**src/rtl/dmem_arbiter.sv**
```systemverilog
// Two-port arbiter and access sequencer in front of a byte-addressed data memory.
// Port 0 is the core load/store unit and port 1 is the debug/DMA master.
// One request is granted at a time, and the memory is driven from a registered command.
// Read data returns two cycles after accept.
// Misaligned and out-of-range accesses complete with an error and never touch memory.
module dmem_arbiter #(
    parameter int ADDR_WIDTH = 32,
    parameter int DATA_WIDTH = 32,
    parameter int MEM_BYTES  = 4096,
    parameter bit RR_EN      = 1'b1
) (
    input  logic                       clk,
    input  logic                       rst_n,
    input  logic [1:0]                 i_req_valid,
    output logic [1:0]                 o_req_ready,
    input  logic [1:0]                 i_req_we,
    input  logic [1:0][ADDR_WIDTH-1:0] i_req_addr,
    input  logic [1:0][DATA_WIDTH-1:0] i_req_wdata,
    input  logic [1:0][1:0]            i_req_size,
    input  logic [1:0]                 i_req_sign,
    output logic [1:0]                 o_rsp_valid,
    output logic [DATA_WIDTH-1:0]      o_rsp_rdata,
    output logic                       o_rsp_err,
    output logic                       o_mem_we,
    output logic [ADDR_WIDTH-1:0]      o_mem_addr,
    output logic [DATA_WIDTH-1:0]      o_mem_wdata,
    output logic [1:0]                 o_mem_size,
    output logic                       o_mem_sign,
    input  logic [DATA_WIDTH-1:0]      i_mem_rdata
);

    localparam logic [1:0] SZ_B = 2'b00;
    localparam logic [1:0] SZ_H = 2'b01;
    localparam logic [1:0] SZ_W = 2'b10;

    // One past the last legal byte address; the +1 bit keeps addr+bytes from wrapping.
    localparam logic [ADDR_WIDTH:0] LP_LIMIT = (ADDR_WIDTH+1)'(MEM_BYTES);

    typedef enum logic [1:0] {
        S_IDLE,
        S_ACCESS,
        S_RESP
    } state_t;

    // Alignment and range check; size 11 is treated as a word.
    function automatic logic f_access_err(input logic [ADDR_WIDTH-1:0] addr,
                                          input logic [1:0]            size);
        logic [ADDR_WIDTH:0] end_addr;
        logic                misalign;
        case (size)
            SZ_B: begin
                misalign = 1'b0;
                end_addr = {1'b0, addr} + (ADDR_WIDTH+1)'(1);
            end
            SZ_H: begin
                misalign = addr[0];
                end_addr = {1'b0, addr} + (ADDR_WIDTH+1)'(2);
            end
            default: begin
                misalign = |addr[1:0];
                end_addr = {1'b0, addr} + (ADDR_WIDTH+1)'(4);
            end
        endcase
        return misalign || (end_addr > LP_LIMIT);
    endfunction

    state_t                r_state;
    logic                  r_last_grant;
    logic                  r_cmd_port;
    logic                  r_cmd_we;
    logic                  r_cmd_err;
    logic                  r_mem_we;
    logic [ADDR_WIDTH-1:0] r_mem_addr;
    logic [DATA_WIDTH-1:0] r_mem_wdata;
    logic [1:0]            r_mem_size;
    logic                  r_mem_sign;
    logic [1:0]            r_rsp_valid;
    logic [DATA_WIDTH-1:0] r_rsp_rdata;
    logic                  r_rsp_err;

    logic [1:0]            w_grant;
    logic                  w_accept;
    logic                  w_port;
    logic                  w_sel_err;

    // Combinational grant: only while not accessing, and only one port at a time.
    always_comb begin
        w_grant = 2'b00;
        if (r_state != S_ACCESS) begin
            if (&i_req_valid) begin
                if (RR_EN && !r_last_grant) begin
                    w_grant = 2'b10;
                end else begin
                    w_grant = 2'b01;
                end
            end else begin
                w_grant = i_req_valid;
            end
        end
    end

    assign w_accept  = |w_grant;
    assign w_port    = w_grant[1];
    assign w_sel_err = f_access_err(i_req_addr[w_port], i_req_size[w_port]);

    // Sequencer FSM: accept -> ACCESS (memory cycle) -> RESP (response pulse, may re-accept).
    always_ff @(posedge clk or negedge rst_n) begin
        if (!rst_n) begin
            r_state      <= S_IDLE;
            r_last_grant <= 1'b1;
            r_cmd_port   <= 1'b0;
            r_cmd_we     <= 1'b0;
            r_cmd_err    <= 1'b0;
            r_mem_we     <= 1'b0;
            r_rsp_valid  <= 2'b00;
            r_rsp_err    <= 1'b0;
        end else begin
            r_mem_we    <= 1'b0;
            r_rsp_valid <= 2'b00;
            case (r_state)
                S_IDLE, S_RESP: begin
                    if (w_accept) begin
                        r_state      <= S_ACCESS;
                        r_last_grant <= w_port;
                        r_cmd_port   <= w_port;
                        r_cmd_we     <= i_req_we[w_port];
                        r_cmd_err    <= w_sel_err;
                        r_mem_we     <= i_req_we[w_port] & ~w_sel_err;
                    end else begin
                        r_state <= S_IDLE;
                    end
                end
                S_ACCESS: begin
                    r_state     <= S_RESP;
                    r_rsp_valid <= r_cmd_port ? 2'b10 : 2'b01;
                    r_rsp_err   <= r_cmd_err;
                end
                default: r_state <= S_IDLE;
            endcase
        end
    end

    // Command/response datapath: memory command latched on accept, read data captured in ACCESS.
    always_ff @(posedge clk or negedge rst_n) begin
        if (!rst_n) begin
            r_mem_addr  <= '0;
            r_mem_wdata <= '0;
            r_mem_size  <= SZ_W;
            r_mem_sign  <= 1'b0;
            r_rsp_rdata <= '0;
        end else begin
            if (w_accept) begin
                r_mem_addr  <= i_req_addr[w_port];
                r_mem_wdata <= i_req_wdata[w_port];
                r_mem_size  <= i_req_size[w_port];
                r_mem_sign  <= i_req_sign[w_port];
            end
            if (r_state == S_ACCESS) begin
                r_rsp_rdata <= (r_cmd_err || r_cmd_we) ? '0 : i_mem_rdata;
            end
        end
    end

    assign o_req_ready = w_grant;
    assign o_rsp_valid = r_rsp_valid;
    assign o_rsp_rdata = r_rsp_rdata;
    assign o_rsp_err   = r_rsp_err;
    assign o_mem_we    = r_mem_we;
    assign o_mem_addr  = r_mem_addr;
    assign o_mem_wdata = r_mem_wdata;
    assign o_mem_size  = r_mem_size;
    assign o_mem_sign  = r_mem_sign;

endmodule

```
**config.mk**
```make
export PLATFORM = sky130hd
export DESIGN_NAME = dmem_arbiter
export DESIGN_NICKNAME = d
export VERILOG_FILES = /design/src/rtl/dmem_arbiter.sv
export SDC_FILE = /design/constraint.sdc
export NUM_CORES = 1
export LEC_CHECK = 0
export CAP_MARGIN = 20
export CORE_UTILIZATION = 50
export CTS_BUF_LIST = sky130_fd_sc_hd__clkbuf_16
export CTS_CLUSTER_SIZE = 14
export DETAILED_ROUTE_END_ITERATION = 7
export PLACE_DENSITY = 0.88
export SLEW_MARGIN = 20
export SYNTH_ARGS = -nofsm -noshare
export SYNTH_HDL_FRONTEND = slang
export SYNTH_SLANG_ARGS = --single-unit
```
**constraint.sdc**
```tcl
create_clock -name clk -period 12.61 [get_ports clk]
set_input_delay 3.1525 -clock clk [delete_from_list [all_inputs] [get_ports clk]]
set_output_delay 3.1525 -clock clk [all_outputs]
set_load 0.03 [all_outputs]
```
-- Word-level counts from Yosys, hierarchy flattened
Cells that the tools add are included.
- register bits after elaboration: 109
- latch bits: 0
- memory bits (writable): 0
- bits in read-only memories: 0
- input bits: 172
- output and inout port bits: 105
- logic and storage cells: 55
- memories kept: 0
- add/subtract/negate cells: 3
- $mul: 0
- divide/modulo/power cells: 0
- $lt $le $gt $ge: 2
- eq/ne operators: 4
- shift-type cells: 0
- mux-type cells: 22
- bitwise gates (word level): 2
- reductions and logical operators: 9
- operators with widths (operator ; number):
    two-way mux 32 bit ; 5
    one-hot mux 33 bit (2 select lines) ; 1
    adder 32 x 1 -> 33 bit (second input constant) ; 1
    adder 32 x 2 -> 33 bit (second input constant) ; 1
    adder 32 x 3 -> 33 bit (second input constant) ; 1
    greater-than comparator 33 x 13 -> 1 bit (second input constant) ; 1
    two-way mux 2 bit ; 7
    two-way mux 1 bit ; 7
    OR reduction 2 bit ; 3
    equality test 2 x 1 -> 1 bit (second input constant) ; 2
    zero test 2 bit ; 2
    one-hot mux 2 bit (2 select lines) ; 1
    AND reduction 2 bit ; 2
    equality test 2 bit (second input constant) ; 1
    logical OR 1 bit ; 2
    < comparator 1 x 2 -> 1 bit (second input constant) ; 1
    inequality test 2 x 1 -> 1 bit (second input constant) ; 1
    one-hot mux 1 bit (2 select lines) ; 1
    AND 1 bit ; 1
    inverter 1 bit ; 1

-- Longest topological paths before layout
- depth in word-level cells: 13
- gate-level depth with buffers: 20
- gate-level depth less buffers: 15

-- Least setup slack after synthesis
No wires, ideal clock.
- path kind: input -> output
- start point: input i_req_valid[1]
- end point: output o_req_ready[1]
- arrival: 4.787 ns
- data required time: 9.457 ns
- path slack: 4.670 ns
- stages: 7
- buffers on the path: 4
- path through: a21boi_2 > nand2_2 > inv_2 > buf_4 > buf_4 > buf_1 > buf_1
- longest elaborated chain between the ends: 3
- RTL lines (element ; RTL line ; RTL):
    start: declaration ; 14 ; input logic [1:0] i_req_valid,
    AND reduction 2 bit ; 90 ; if (&i_req_valid) begin
    two-way mux 2 bit * ; 90 ;
    two-way mux 2 bit * ; 89 ; if (r_state != S_ACCESS) begin
    end: declaration ; 15 ; output logic [1:0] o_req_ready,
Every way passes the cells marked *; elsewhere a longest branch is shown, timed or not.

-- Worst setup path in the final report
Same ends and word-level chain as after synthesis.

==> summary.md <==
| Metric | Value |
|---|---|
| Status | completed |
| Largest net degree at the start of global routing | 77 |
| Top FF cell, synth | dfrtp_1 |
| Die X-Extent | 127 um |
| Average wire per standard cell | about 23 um |
| Detailed-placement wirelength estimate | 23,200 um |
| Initial antenna violation count | 1 |
| RePlAce Congestion | 1.05 |
| Final setup viols | 0 |
| CP max stage delay | 0.81 ns |
| Vias in the first global route | 8,189 |
| Reg2reg path depth | 15 |
| Synthesized area | 7830 um^2 |
| DR vias/cell | roughly 6.4 |
| Tightest Pin Transition | 0.999 ns |
| Clk pwr share | 24.2% |
| Pre-CTS setup slack | 3.26 ns |
| Int Power | 0.745 mW |
| Crit-path cells | clkdlybuf4s50_1 -> a21boi_2 -> buf_4 -> nand2_4 -> inv_2 -> buf_4 -> clkdlybuf4s50_1 |
| RSZ-0062 raised after global routing | false |
| First DRT Iteration DRCs | 1,141 |
| Seq/Total Area, Yosys | 34.9% |
| Num CTS Buffers | 9 |
| Yosys cell types | 74 |
| Avg Cell Area, Syn | 8.36 um^2 |
| Synthesis-stage register bit count | 109 |
| Combinational power share | 41.2% |
| Sw power | 0.470 mW |
| Chip height | around 130 um |
| WP data required | 9.46 ns |
| CTS tree | yes |
| Hold bufs inserted after CTS | 0 |
| Post-CTS Setup Repair Bufs | 0 |
| Max FO, Critical Path | 56 |
| Fin crit share | between 70 and 80% |
| Crit Path Class | input port to output pin |
| Layout Nets | approximately 1,300 |
| Crit path max-delay family | buffers and inverters |
| IO Port Bufs | 276 |
| Mapped Cells | 937 |
| Startpoint Class | input port |
| Post-Route WL | about 31,000 um |
| Hold depth | 2 |
| Post-route cell area | 10,900 um^2 |
| Final WS setup | ~3.2 ns |
| PostCTS Resize Cnt | 0 |
| Post-synth EDFFs | 0 |
| Final Skew | 0.00779 ns |
| Max Cap Viol | 0 |
| Site Rows | between 40 and 50 |
| CTS root buf | clkbuf_16 |
| FMAX | approximately 110 MHz |
| Critical-path top delay cell | clkdlybuf4s50_1 |
| Yosys warns | 0 |
| Commonest non-fill, non-tap cell in the layout | clkdlybuf4s50_1 |
| Antenna viol nets, final | 0 |
| CP Capture Type | output pin |
| CP Data Arrival Time | 6.30 ns |
| Synth-to-Final Area Change | 39.5% |
| CTS Buffer Depth | 2 |
| Placed instance area | between 10,000 and 15,000 um^2 |
| Final Hold Fails | 0 |
| Slew Viols, Final | 0 |
| Sw Share | 38.7% |
| Worst-path clk slew | 0.07 ns |
| Vias | 8,831 |
| Worst Hold Class | register to register |
| Syn_nets | 1,113 |
| Gr ovfl total | 0 |
| Async S/R FF share, synth | 100% |
| First-pass GRT wire length | about 47,000 um |
| Clock Latency Late Sink | 0.36 ns |
| WP depth | 7 |
| H-Tree Depth | 3 |
| Setup TNS | 0 ns |
| Leakage power | 4.35 nW |
| Critical path buffers and inverters | 5 |
| Drt first pass iters | 6 |
| Share of layout cells above drive strength 1 | 5.25% |
| Starting density of the core | between 50% and 60% |
| Drt drc | 0 |
| Die Area | about 16,000 um^2 |
| GRT Total Usage | a little under two fifths |
| Flop pwr share | 34.6% |
| Max VDD drop | around 0.07 mV |
| Pwr/cell area | 111 nW/um^2 |
| Most frequent cells in the layout | clkdlybuf4s50_1, nand2_1, dfrtp_1 |
| Clock sink count | roughly 110 |
| # IOs | 277 |
| Slew headroom | 31.5% |
| Core Footprint | 15,300 um^2 |
| Fin crit period | 9.46 ns |
synthesized netlist by cell type (all sizes together) (3+ instances only):
cell       n  share of area [%]
a2111oi    7               0.96
nand4     38                3.3
nand2b     3               0.34
nand3     28                1.8
inv       15               0.72
o221ai     3               0.34
or3        3               0.24
nor2b      4               0.32
ha         4               0.64
xor2      16                1.8
o21ai     92                5.9
a22oi      5               0.48
o22ai     13                1.0
mux2i     63                8.1
o21a       6               0.58
dfrtp    107                 34
or4        3               0.34
buf       40                2.6
clkbuf    37                1.8
mux2       7                1.0
a21o       7               0.67
a32oi      6               0.67
nor3      31                2.0
a221oi     3               0.50
and3       5               0.40
o32ai      4               0.45
a211o      3               0.34
a22o      35                3.9
o211ai     9               0.86
nand2    123                5.9
nor2      59                2.9
nor4      36                3.3
o31ai      4               0.38
a21boi     5               0.53
a31oi      6               0.48
a211oi    21                2.0
xnor2     22                2.5
a21oi     37                2.4
o21bai     3               0.29
power by group through the flow:
| stage | logic [mW] | registers [mW] | clock network [mW] |
|---|---|---|---|
| floorplan | 0.194 | 0.504 | 0 |
| global placement | 0.486 | 0.423 | 0 |
| detailed placement | 0.492 | 0.426 | 0 |
| CTS | 0.494 | 0.420 | 0.300 |
| global route | 0.526 | 0.425 | 0.314 |
| finish | 0.501 | 0.420 | 0.294 |
state kept, by name (all words and copies together), names as in the netlist:
name          flops
o_mem_we          1
r_state           2
o_mem_wdata      32
r_cmd_port        1
r_cmd_err         1
o_rsp_rdata      32
o_rsp_valid       2
o_mem_size        2
o_mem_sign        1
r_last_grant      1
o_rsp_err         1
r_cmd_we          1
o_mem_addr       32
kinds of logic after synthesis:
| kind of cell | synth area share, % |
|---|---|
| and+or+nand+nor | 21.8 |
| AOI/OAI and AO/OA | 24.2 |
| DFF | 34.9 |
| buffers and inverters | 5.13 |
| muxes | 9.11 |
| xor gates and xnor gates | 4.25 |
| adders and majority gates | 0.639 |
path summary, 6_finish.rpt:
path | start | end | slack, ns
max in group asynchronous | rst_n | o_mem_addr[7] | 8.54
hold reg to reg | o_mem_addr[13] | o_mem_addr[13] | 0.48
hold / removal | o_mem_addr[13] | o_mem_addr[13] | 0.48
min in group asynchronous | rst_n | o_rsp_rdata[22] | 2.74
setup / recovery | i_req_valid[1] | o_req_ready[1] | 3.15
setup reg to reg | r_state[0] | r_cmd_err | 6.74
cell type report:
| type | instances | area [um^2] |
|---|---|---|
| Inverter | 15 | 56.3 |
| Clock buffer | 9 | 225 |
| Multi-Input combinational cell | 736 | 4720 |
| Fill cell | 1197 | 4340 |
| Sequential cell | 109 | 2730 |
| Clock inverter | 7 | 82.6 |
| Antenna cell | 1 | 2.50 |
| Timing Repair Buffer | 287 | 2840 |
| Tap cell | 211 | 264 |
stage by stage:
step	utilization [%]	total power, mW	cells	hold slack (ns)
after detailed placement	69.5	0.918	1358	0.469
after global placement	69.5	0.909	1358	0.460
final	71.6	1.22	1375	0.481
after CTS	71.6	1.21	1374	0.487
after floorplan	-	0.698	937	0.417
after global routing	71.6	1.27	1375	0.509
routing by layer:
layer	GRT usage, %	share of wire [%]	up-vias
met2	60.9	45	636
li1	-	-	3968
met3	9.76	11	124
met1	48.1	39	4103
met4	16.9	4.8	0
met5	0	0	-
worst min-delay path, delay by kind of cell (launching register included):
| kind | cells | cell delay (ns) |
|---|---|---|
| compound gates | 1 | 0.06 |
| flops | 1 | 0.34 |
| simple gates | 1 | 0.05 |
(Power assumes the default switching activity.)
